--- config.mk ---
export PLATFORM = sky130hd
export DESIGN_NAME = debounce_switch
export DESIGN_NICKNAME = d
export VERILOG_FILES = /design/src/rtl/debounce_pkg.sv /design/src/rtl/sync_chain.sv /design/src/rtl/debounce_switch.sv
export SDC_FILE = /design/constraint.sdc
export NUM_CORES = 1
export LEC_CHECK = 0
export CORE_MARGIN = 2
export CORE_UTILIZATION = 30
export CTS_BUF_LIST = sky130_fd_sc_hd__clkbuf_4 sky130_fd_sc_hd__clkbuf_8
export CTS_CLUSTER_SIZE = 8
export DETAILED_ROUTE_END_ITERATION = 16
export SLEW_MARGIN = 20
export SYNTH_ARGS = -nofsm -noshare
export SYNTH_HDL_FRONTEND = slang
export SYNTH_SLANG_ARGS = --single-unit
--- constraint.sdc ---
create_clock -name in_clk -period 1.65 [get_ports in_clk]
set_clock_uncertainty 0.05 [all_clocks]
set_input_delay 0.165 -clock in_clk [delete_from_list [all_inputs] [get_ports in_clk]]
set_output_delay 0.165 -clock in_clk [all_outputs]
set_load 0.01 [all_outputs]
--- src/rtl/debounce_pkg.sv ---
// rtl/debounce_pkg.sv - shared types and helpers for the switch debouncer
package debounce_pkg;

  typedef enum logic {
    DEB_STABLE   = 1'b0,
    DEB_COUNTING = 1'b1
  } t_debounce_state;

  function automatic int deb_cnt_width(input int ticks);
    return $clog2(ticks + 1);
  endfunction

endpackage

--- src/rtl/sync_chain.sv ---
// rtl/sync_chain.sv - multi-flop synchroniser for an asynchronous single-bit input
module sync_chain #(
  parameter int   SYNC_STEPS = 3,
  parameter logic INIT_LEVEL = 1'b0
) (
  input  logic in_clk,
  input  logic in_rst,
  input  logic in_signal,
  output logic out_signal
);

  logic [SYNC_STEPS-1:0] sync_q;
  logic [SYNC_STEPS-1:0] sync_d;

  always_comb begin
    sync_d = {sync_q[SYNC_STEPS-2:0], in_signal};
  end

  always_ff @(posedge in_clk) begin
    if (in_rst) begin
      sync_q <= {SYNC_STEPS{INIT_LEVEL}};
    end else begin
      sync_q <= sync_d;
    end
  end

  assign out_signal = sync_q[SYNC_STEPS-1];

endmodule

--- src/rtl/debounce_switch.sv ---
// rtl/debounce_switch.sv - synchronise and debounce a mechanical contact input
// Optional out_rise/out_fall ports are enabled by defining DEBOUNCE_EDGE_OUT_EN.
module debounce_switch
  import debounce_pkg::*;
#(
  parameter int   STABLE_TICKS = 50000,
  parameter int   SYNC_STEPS   = 3,
  parameter logic INIT_LEVEL   = 1'b0
) (
  input  logic in_clk,
  input  logic in_rst,
  input  logic in_signal,
  output logic out_debounced,
  output logic out_changed,
  output logic out_busy
`ifdef DEBOUNCE_EDGE_OUT_EN
  ,
  output logic out_rise,
  output logic out_fall
`endif
);

  localparam int CW = deb_cnt_width(STABLE_TICKS);
  localparam logic [CW-1:0] CNT_LAST = CW'(STABLE_TICKS - 1);

  logic            sync_s;
  t_debounce_state state_q, state_d;
  logic [CW-1:0]   cnt_q, cnt_d;
  logic            level_q, level_d;
  logic            changed_q, changed_d;
  logic            commit;

  sync_chain #(
    .SYNC_STEPS(SYNC_STEPS),
    .INIT_LEVEL(INIT_LEVEL)
  ) u_sync (
    .in_clk    (in_clk),
    .in_rst    (in_rst),
    .in_signal (in_signal),
    .out_signal(sync_s)
  );

  always_comb begin
    state_d   = state_q;
    cnt_d     = cnt_q;
    level_d   = level_q;
    changed_d = 1'b0;
    commit    = 1'b0;
    case (state_q)
      DEB_STABLE: begin
        cnt_d = '0;
        if (sync_s != level_q) begin
          if (STABLE_TICKS == 1) begin
            commit = 1'b1;
          end else begin
            cnt_d   = CW'(1);
            state_d = DEB_COUNTING;
          end
        end
      end
      DEB_COUNTING: begin
        // Any agreeing sample rejects the excursion; counting restarts from zero.
        if (sync_s == level_q) begin
          cnt_d   = '0;
          state_d = DEB_STABLE;
        end else if (cnt_q == CNT_LAST) begin
          commit = 1'b1;
        end else begin
          cnt_d = cnt_q + CW'(1);
        end
      end
      default: begin
        cnt_d   = '0;
        state_d = DEB_STABLE;
      end
    endcase
    if (commit) begin
      level_d   = sync_s;
      changed_d = 1'b1;
      cnt_d     = '0;
      state_d   = DEB_STABLE;
    end
  end

  always_ff @(posedge in_clk) begin
    if (in_rst) begin
      state_q   <= DEB_STABLE;
      cnt_q     <= '0;
      level_q   <= INIT_LEVEL;
      changed_q <= 1'b0;
    end else begin
      state_q   <= state_d;
      cnt_q     <= cnt_d;
      level_q   <= level_d;
      changed_q <= changed_d;
    end
  end

  assign out_debounced = level_q;
  assign out_changed   = changed_q;
  assign out_busy      = (state_q == DEB_COUNTING);

`ifdef DEBOUNCE_EDGE_OUT_EN
  assign out_rise = changed_q & level_q;
  assign out_fall = changed_q & ~level_q;
`endif

endmodule

### Yosys cells after proc, flatten, opt, wreduce, memory -nomap -nowiden

Index checks and enable logic that the tools add are counted.
W data, S select, Z words.

* output and inout bits: 3
* latch bits: 0
* memory bits (read-only): 0
* input bits: 3
* memory bits (writable): 0
* memories: 0
* register bits: 22

* div/mod/pow operators: 0
* bitwise operators: 1
* multiplexer cells: 11
* add/sub/neg operators: 1
* equal/unequal tests: 4
* order comparisons: 0
* reduce and logical (&&, ||, !) cells: 1
* shift-type cells: 0
* $mul: 0

Operators by type and width (number)
* $mux W16: 2
* $pmux W16 S2: 1
* $add A16 B1 Y16 const B: 1
* $eq A16 B16 Y1 const B: 1
* $mux W1: 7
* $ne A3 B3 Y1 const B: 1
* $pmux W1 S2: 1
* $reduce_or A2 Y1: 1
* $eq A1 B1 Y1: 1
* $ne A1 B1 Y1: 1
* $not A1 Y1: 1

### Longest topological paths before layout

* word-level depth: 5
* gate-level depth with buffers: 6
* depth with buffers taken out: 5

### Modules after synthesis

Synthesis repeated with hierarchy kept, for this count alone.

* cells, all modules: 99
* area, all modules: 945.9 um2

Modules (own cells, without submodules)
* debounce_switch: instances 1, seq. area each 380.4 um2, cells each 93, area each 867.1 um2
* sync_chain: instances 1, seq. area each 60.1 um2, cells each 6, area each 78.8 um2

### Worst setup path before layout

No wires, ideal clock.

* path kind: register to register
* from: register cnt_q[2]
* to: register cnt_q[15]
* required time: 1.530 ns
* arrival: 1.323 ns
* cell stages (with the launch flop): 5
* buffers on the path: 0
* setup slack: 0.207 ns
* cells stage by stage: dfxtp_1 -> and4_4 -> nand2_4 -> or4_1 -> a21oi_1

* cells in the longest elaborated chain, start to end: 5

RTL lines
* start: declaration: RTL line debounce_switch.sv:28 `logic [CW-1:0] cnt_q, cnt_d;`
* start signal: assignment: RTL line debounce_switch.sv:93 `cnt_q <= cnt_d;`
* parallel branches: the longest is 5 deep, another holds $add A16 B1 Y16

Parallel ways; which one is timed is not known. The select of a mux whose other input is x is not followed.
A chain may end at the register's enable or synchronous reset.

### Worst setup path after layout

Ends and elaborated chain as after synthesis.

==> summary.md <==
| Metric | Value |
|---|---|
| Post-Route WL | around 1700 um |
| Hold path endpoint | u_sync.sync_q[0] |
| IO buf count | 5 |
| # IOs | 6 |
| Slew HR | between 70% and 80% |
| Most frequent cells in the layout | 22 x dfxtp_1, 16 x nor2_1, 7 x nand4_1, 7 x xnor2_1 |
| Worst hold margin | approximately 360 ps |
| Crit path DAT | between 1500 and 2000 ps |
| Met2 WL | a little over 800 um |
| Hpwl dp | 1286 um |
| H-tree level count | 1 |
| CTS Buf Count | 3 |
| Inst Count DP | about 160 |
| Layout cells sized above 1 | a little over an eighth |
| Syn-to-layout area delta | 19.40% |
| Hold path cells | 2 |
| Clk_lat worst skew | 300 ps |
| GRT overflow | 0 |
| Netlist cell types | 29 |
| RR Endpoint | cnt_q[15] |
| Final setup vio count | 0 |
| Register bit total from synthesis | 22 |
| DR vias | approximately 760 |
| Maximum clock rate | 644.5 MHz |
| TritonCTS clock tree | done |
| Cell Count, Final, Fillers Out | around 160 |
| Syn Inst Count | 105 |
| Final #Nets | between 100 and 150 |
| RSZ-0062 raised after global routing | true |
| Die W | 60.60 um |
| Antenna violation net count after detailed routing | 0 |
| Ys Warns | 0 |
| Final GP Congestion | 0.8657 |
| # rows | 20 |
| Die area | between 3000 and 4000 um^2 |
| Antenna violations before repair | 0 |
| Reg-to-reg startpoint | cnt_q[2] |
| M1 WL | just over 800 um |
| Vias/cell | roughly 4.7 |
| Largest net degree at the start of global routing | 13 |
| Crit path buffers/inverters | 0 |
| Remaining DRCs | 0 |
| IR Drop Worst-Case VDD | approximately 0.58 mV |
| Crit Path Class | reg -> reg |
| Wirelength per Cell | 10.40 um |
| DR pass1 iterations | 4 |
| Period utilisation layout | a little over nine tenths |
| Min Clock Period, post-route | ~1600 ps |
| Fin util | between 30% and 40% |
| CTS Sinks | 22 |
| Most common cell after layout, fill and taps aside | dfxtp_1 |
| First-pass GRT wire length | ~3000 um |
| R2r worst-path depth | 4 |
| Maximum Capacitance Violations | 0 |
| Critical Path Sink Type | flop |
| CP top delay family | simple AND/OR/NAND/NOR gates |
| Cell area after synthesis | 960.9 um^2 |
| Hold Startpoint | in_signal |
| Pwr Density | 732.7 nW/um^2 |
| Total nets after synthesis | roughly 110 |
| Gr usage total | 10.45% |
| Clk buf depth | 2 |
| Fillers | about 340 |
| Crit-path max FO | 6 |
| Final WS setup | approximately 100 ps |
| Core Footprint | 3053 um^2 |
| Top layer in use | met3 |
| Worst path required time | 1840 ps |
| Dpl ws | between 80 and 90 ps |
| Worst slew pin tran | 299.9 ps |
| R2R Setup Slk | roughly 100 ps |
| Worst path cell trace | and4_4, nand2_4, or4_1, a21oi_1 |
| Tot Pwr | about 0.84 mW |
| Clock slew at reported path FFs | ~120 ps |
| Pleak | 0.3947 nW |
| Hold/Removal Path Class | in -> reg |
| Met3 wire length | approximately 55 um |
| Hold_buf cts | 0 |
| Post-synthesis sequential area ratio | 45.83% |
| Mapped Avg Cell Area | between 9 and 10 um^2 |
| Starting density of the core | a little under a third |
| CTS root buffer | clkbuf_4 |
| Number of diodes | 0 |
| Number of global-route vias before repair | roughly 690 |
| Final hold violation count | 0 |
| DR iter-0 viols | 20 |
| Critical Path Max Stage Delay | a little under 500 ps |
| Max-slew violations | 0 |
| Run status | finished clean |
| Die outline height | just over 60 um |
| Critical path's slowest cell | or4_1 |
| Startpoint Class | flop |
-- cell usage after synthesis (all sizes together) --
library cell	count	area, um^2
dfxtp	22	440.4
nor2	16	60.06
nand2	7	33.78
nand4	7	43.79
xnor2	7	61.31
nand3	6	30.03
xor2	6	52.55
a21oi	4	20.02
and4	4	37.54
inv	4	15.01
nor2b	4	25.02
and3	2	12.51
buf	2	16.26
nor4	2	12.51
a41o	1	10.01
and3b	1	8.760
and4b	1	10.01
and4bb	1	12.51
ha	1	12.51
nand2b	1	6.260
nor3	1	5.000
nor4b	1	8.760
o21ai	1	5.000
o31ai	1	7.510
or2	1	6.260
or4	1	7.510
-- flip-flops by register name, indices dropped and copies added, names as in the netlist --
| name | count |
|---|---|
| cnt_q | 16 |
| u_sync.sync_q | 3 |
| out_busy | 1 |
| out_changed | 1 |
| out_debounced | 1 |
-- power by group --
group          switching, mW  internal (mW)  total (mW)
Combinational        0.00477        0.00782      0.0126
Clock                  0.157          0.134       0.292
Sequential           0.00181          0.535       0.537
-- through the flow --
step	area (um^2)	setup TNS, ps
global placement	1107	0
finish	1147	0
global route	1147	-24.91
detailed placement	1107	0
CTS	1144	0
floorplan	960.9	0
-- timing repair --
action / CTS / global route
gates resized for setup: 0 / 2
endpoints found under the hold margin: 0 / 0
endpoints found under the setup margin: 0 / 3
buffers inserted: 0 / 0
-- layer usage --
layer,track usage [%],vias to the layer above
met3,3.198,0
met4,0,0
met1,14.64,353
met5,0,-
li1,-,394
met2,17.05,11
-- worst max path at each step --
stage	slack [ps]	start	to	cells after the start
floorplan	210	cnt_q[2]	cnt_q[15]	4
global placement	110	cnt_q[12]	out_debounced	5
detailed placement	80	cnt_q[1]	out_debounced	5
CTS	60	cnt_q[1]	out_debounced	5
global route	-10	cnt_q[1]	cnt_q[12]	5
finish	100	cnt_q[2]	cnt_q[15]	4
-- layout make-up --
| class | count | area [um^2] | area share (%) |
|---|---|---|---|
| multi-input combinational | 77 | 493.0 | 42.97 |
| sequential | 22 | 440.4 | 38.39 |
| timing repair buffer | 11 | 107.6 | 9.378 |
| tap | 44 | 55.05 | 4.798 |
| clock buffer | 4 | 36.28 | 3.162 |
| inverter | 4 | 15.01 | 1.309 |
-- kinds of logic (layout without fill, tap and decap cells) --
kind of cell               Yosys count  count (layout)  synth area share (%)
adders and majority gates            1               1                 1.302
buffers and inverters                6              19                 3.254
xor gates and xnor gates            13              13                 11.85
AOI/OAI and AO/OA                    7               7                 4.427
DFF                                 22              22                 45.83
and+or+nand+nor                     56              56                 33.33
Power figures use the tool's default switching activity.
==> edit, RTL diff (config.mk and constraints unchanged) <==
`SYNC_STEPS` is set to 3 in 2 places; all go to 6.
--- a/src/rtl/sync_chain.sv
+++ b/src/rtl/sync_chain.sv
@@ -1,6 +1,6 @@
 // rtl/sync_chain.sv - multi-flop synchroniser for an asynchronous single-bit input
 module sync_chain #(
-  parameter int   SYNC_STEPS = 3,
+  parameter int   SYNC_STEPS = 6,
   parameter logic INIT_LEVEL = 1'b0
 ) (
   input  logic in_clk,
--- a/src/rtl/debounce_switch.sv
+++ b/src/rtl/debounce_switch.sv
@@ -4,7 +4,7 @@
   import debounce_pkg::*;
 #(
   parameter int   STABLE_TICKS = 50000,
-  parameter int   SYNC_STEPS   = 3,
+  parameter int   SYNC_STEPS   = 6,
   parameter logic INIT_LEVEL   = 1'b0
 ) (
   input  logic in_clk,
Formal check against the unedited RTL: not equivalent (Yosys sat finds a counterexample within 10 cycles, from zero or initial values and one cycle with in_rst high).
==> edit against the unedited design <==
- wire length increased by 6.5%
- synthesized cell count is 2.9% lower
- critical path type unchanged
- clock power shrank 12%
- final area up 13%
- largest power group unchanged
- sequential cell count rose by 3
- area after synthesis is 8.5% higher
- critical endpoint is now out_debounced$_SDFFE_PP0P_
- total power increased by 4.4%
- global-route usage fell by 0.67 points
- largest cell class unchanged
- core utilization up 1.3 points
- setup slack got worse by 67 ps
==> edit: results (changes against the unedited design) <==
metric	value	unit	change
holdWs	343	ps	was 355 ps
grtUsageMet1	0.127		was 0.146
swShare	0.196		was 0.195
use_met3	0.0216		was 0.0320
yosysSeqAreaShare	0.480		was 0.458
wl_per_cell	10.4	um	about the same
drtPass1Iterations	3		was 4
gr-usage-all-layers	0.0978		was 0.105
syn_nets	106		was 109
final_nets	131		was 123
r2r_slack	30	ps	was 100 ps
crit_path_max_incr_delay	540	ps	was 490 ps
wirelength	1790	um	was 1680 um
drive_gt1_frac	0.294		was 0.136
grtUsageMet2	0.148		was 0.171
wl_met1	884	um	was 815 um
wl_met2	852	um	was 813 um
hpwlAfterDp	1290	um	about the same
seq_area	504	um2	was 440 um2
worst_pin_slew	374	ps	was 300 ps
grt_pass1_wl	3000	um	was 3010 um
grt_max_degree	15		was 13
dp.cells	166		was 158
drt_iter0_markers	11		was 20
status	finished clean		unchanged
place_ws	-24.3	ps	was 83.1 ps
synth_commonest_cells	25 x dfxtp_1, 13 x xnor2_1, 10 x nor2_2		was 22 x dfxtp_1, 16 x nor2_1, 7 x nand4_1, 7 x xnor2_1
worst_r2r_startpoint	cnt_q[13]$_SDFFE_PP0P_		was cnt_q[2]$_SDFFE_PP0P_
crit_family	simple AND/OR/NAND/NOR gates		unchanged
ir_drop	0.446	mV	was 0.577 mV
r2r_cells	5		was 4
cts-buffers-inserted	3		unchanged
place.gp.congestion	0.757		was 0.866
power_density	677	mW/mm2	was 733 mW/mm2
die_w	62.9	um	was 60.6 um
r2r-end	out_debounced$_SDFFE_PP0P_		was cnt_q[15]$_SDFFE_PP0P_
reg.largest.list	cnt_q: 16 flops, u_sync.sync_q: 6 flops		was cnt_q: 16 flops, u_sync.sync_q: 3 flops
power.leakage	0.475	nW	was 0.395 nW
syn_area_per_cell	10.2	um2	was 9.15 um2
synth.distinct_cells	24		was 29
crit_slowest_cell	or4b_4		was or4_1
grt_pass1_vias	699		was 685
cp_max_fo	4		was 6
crit_arrival	1820	ps	was 1740 ps
routed-wl-met3	32	um	was 55 um
synth.area.top_cells	dfxtp_1 48%, xnor2_1 11%, nor2_2 6.0%, nor2b_1 3.6%, nor2_1 2.9%		was dfxtp_1 46%, xnor2_1 6.4%, nor2_1 6.3%, xor2_1 5.5%, nand4_1 4.6%
power_frac_clock	0.293		was 0.347
topRoutingLayerUsed	met4		was met3
clock-root-buffer	clkbuf_4		unchanged
vias_per_cell	4.30		was 4.68
post_dp_cell_area	0.00124	mm2	was 0.00111 mm2
[edit: cell count changes after synthesis, moves of 2 or more]
cell / delta
nand2_1: -3
nand4_1: -4
xnor2_1: +6
dfxtp_1: +3
nor4_1: +2
xor2_1: -4
nor3_1: +3
a21oi_1: -4
nand4bb_1: +2
nor2b_1: +2
nor2_2: +10
nor2_1: -8
and4_1: -3
[edit: how the worst max path moves through the flow]
stage                                      start                          to  slack [ps]  cells past startpoint
after floorplan           cnt_q[11]$_SDFFE_PP0P_      cnt_q[11]$_SDFFE_PP0P_         -60                      5
after CTS                 cnt_q[11]$_SDFFE_PP0P_       cnt_q[3]$_SDFFE_PP0P_         -50                      4
final                     cnt_q[13]$_SDFFE_PP0P_  out_debounced$_SDFFE_PP0P_          30                      5
after detailed placement  cnt_q[11]$_SDFFE_PP0P_  out_debounced$_SDFFE_PP0P_         -20                      5
after global placement    cnt_q[11]$_SDFFE_PP0P_       cnt_q[5]$_SDFFE_PP0P_           7                      4
after global routing      cnt_q[13]$_SDFFE_PP0P_  out_debounced$_SDFFE_PP0P_         -50                      5
[edit: area by class of cell]
cell class	count	area share
Tap cell	46	0.0444
Inverter	4	0.0116
Clock buffer	3	0.0174
Multi-Input combinational cell	73	0.409
Clock inverter	1	0.00386
Sequential cell	25	0.389
Timing Repair Buffer	20	0.125
[edit: timing repair]
action | in CTS | in global routing
resized for setup | 1 | 4
gates cloned | 0 | 1
endpoints found under the setup margin | 16 | 19
pin swaps | 3 | 3
buffers inserted | 1 | 0
[edit: cells by family (layout without fill, tap and decap cells)]
group / count (synthesis) / after routing / synth area share
buf+inv: 5 / 28 / 0.0336
simple gates: 52 / 53 / 0.319
compound gates: 4 / 4 / 0.0288
xor+xnor: 15 / 15 / 0.126
flops: 25 / 25 / 0.480
fa+ha+maj: 1 / 1 / 0.0120
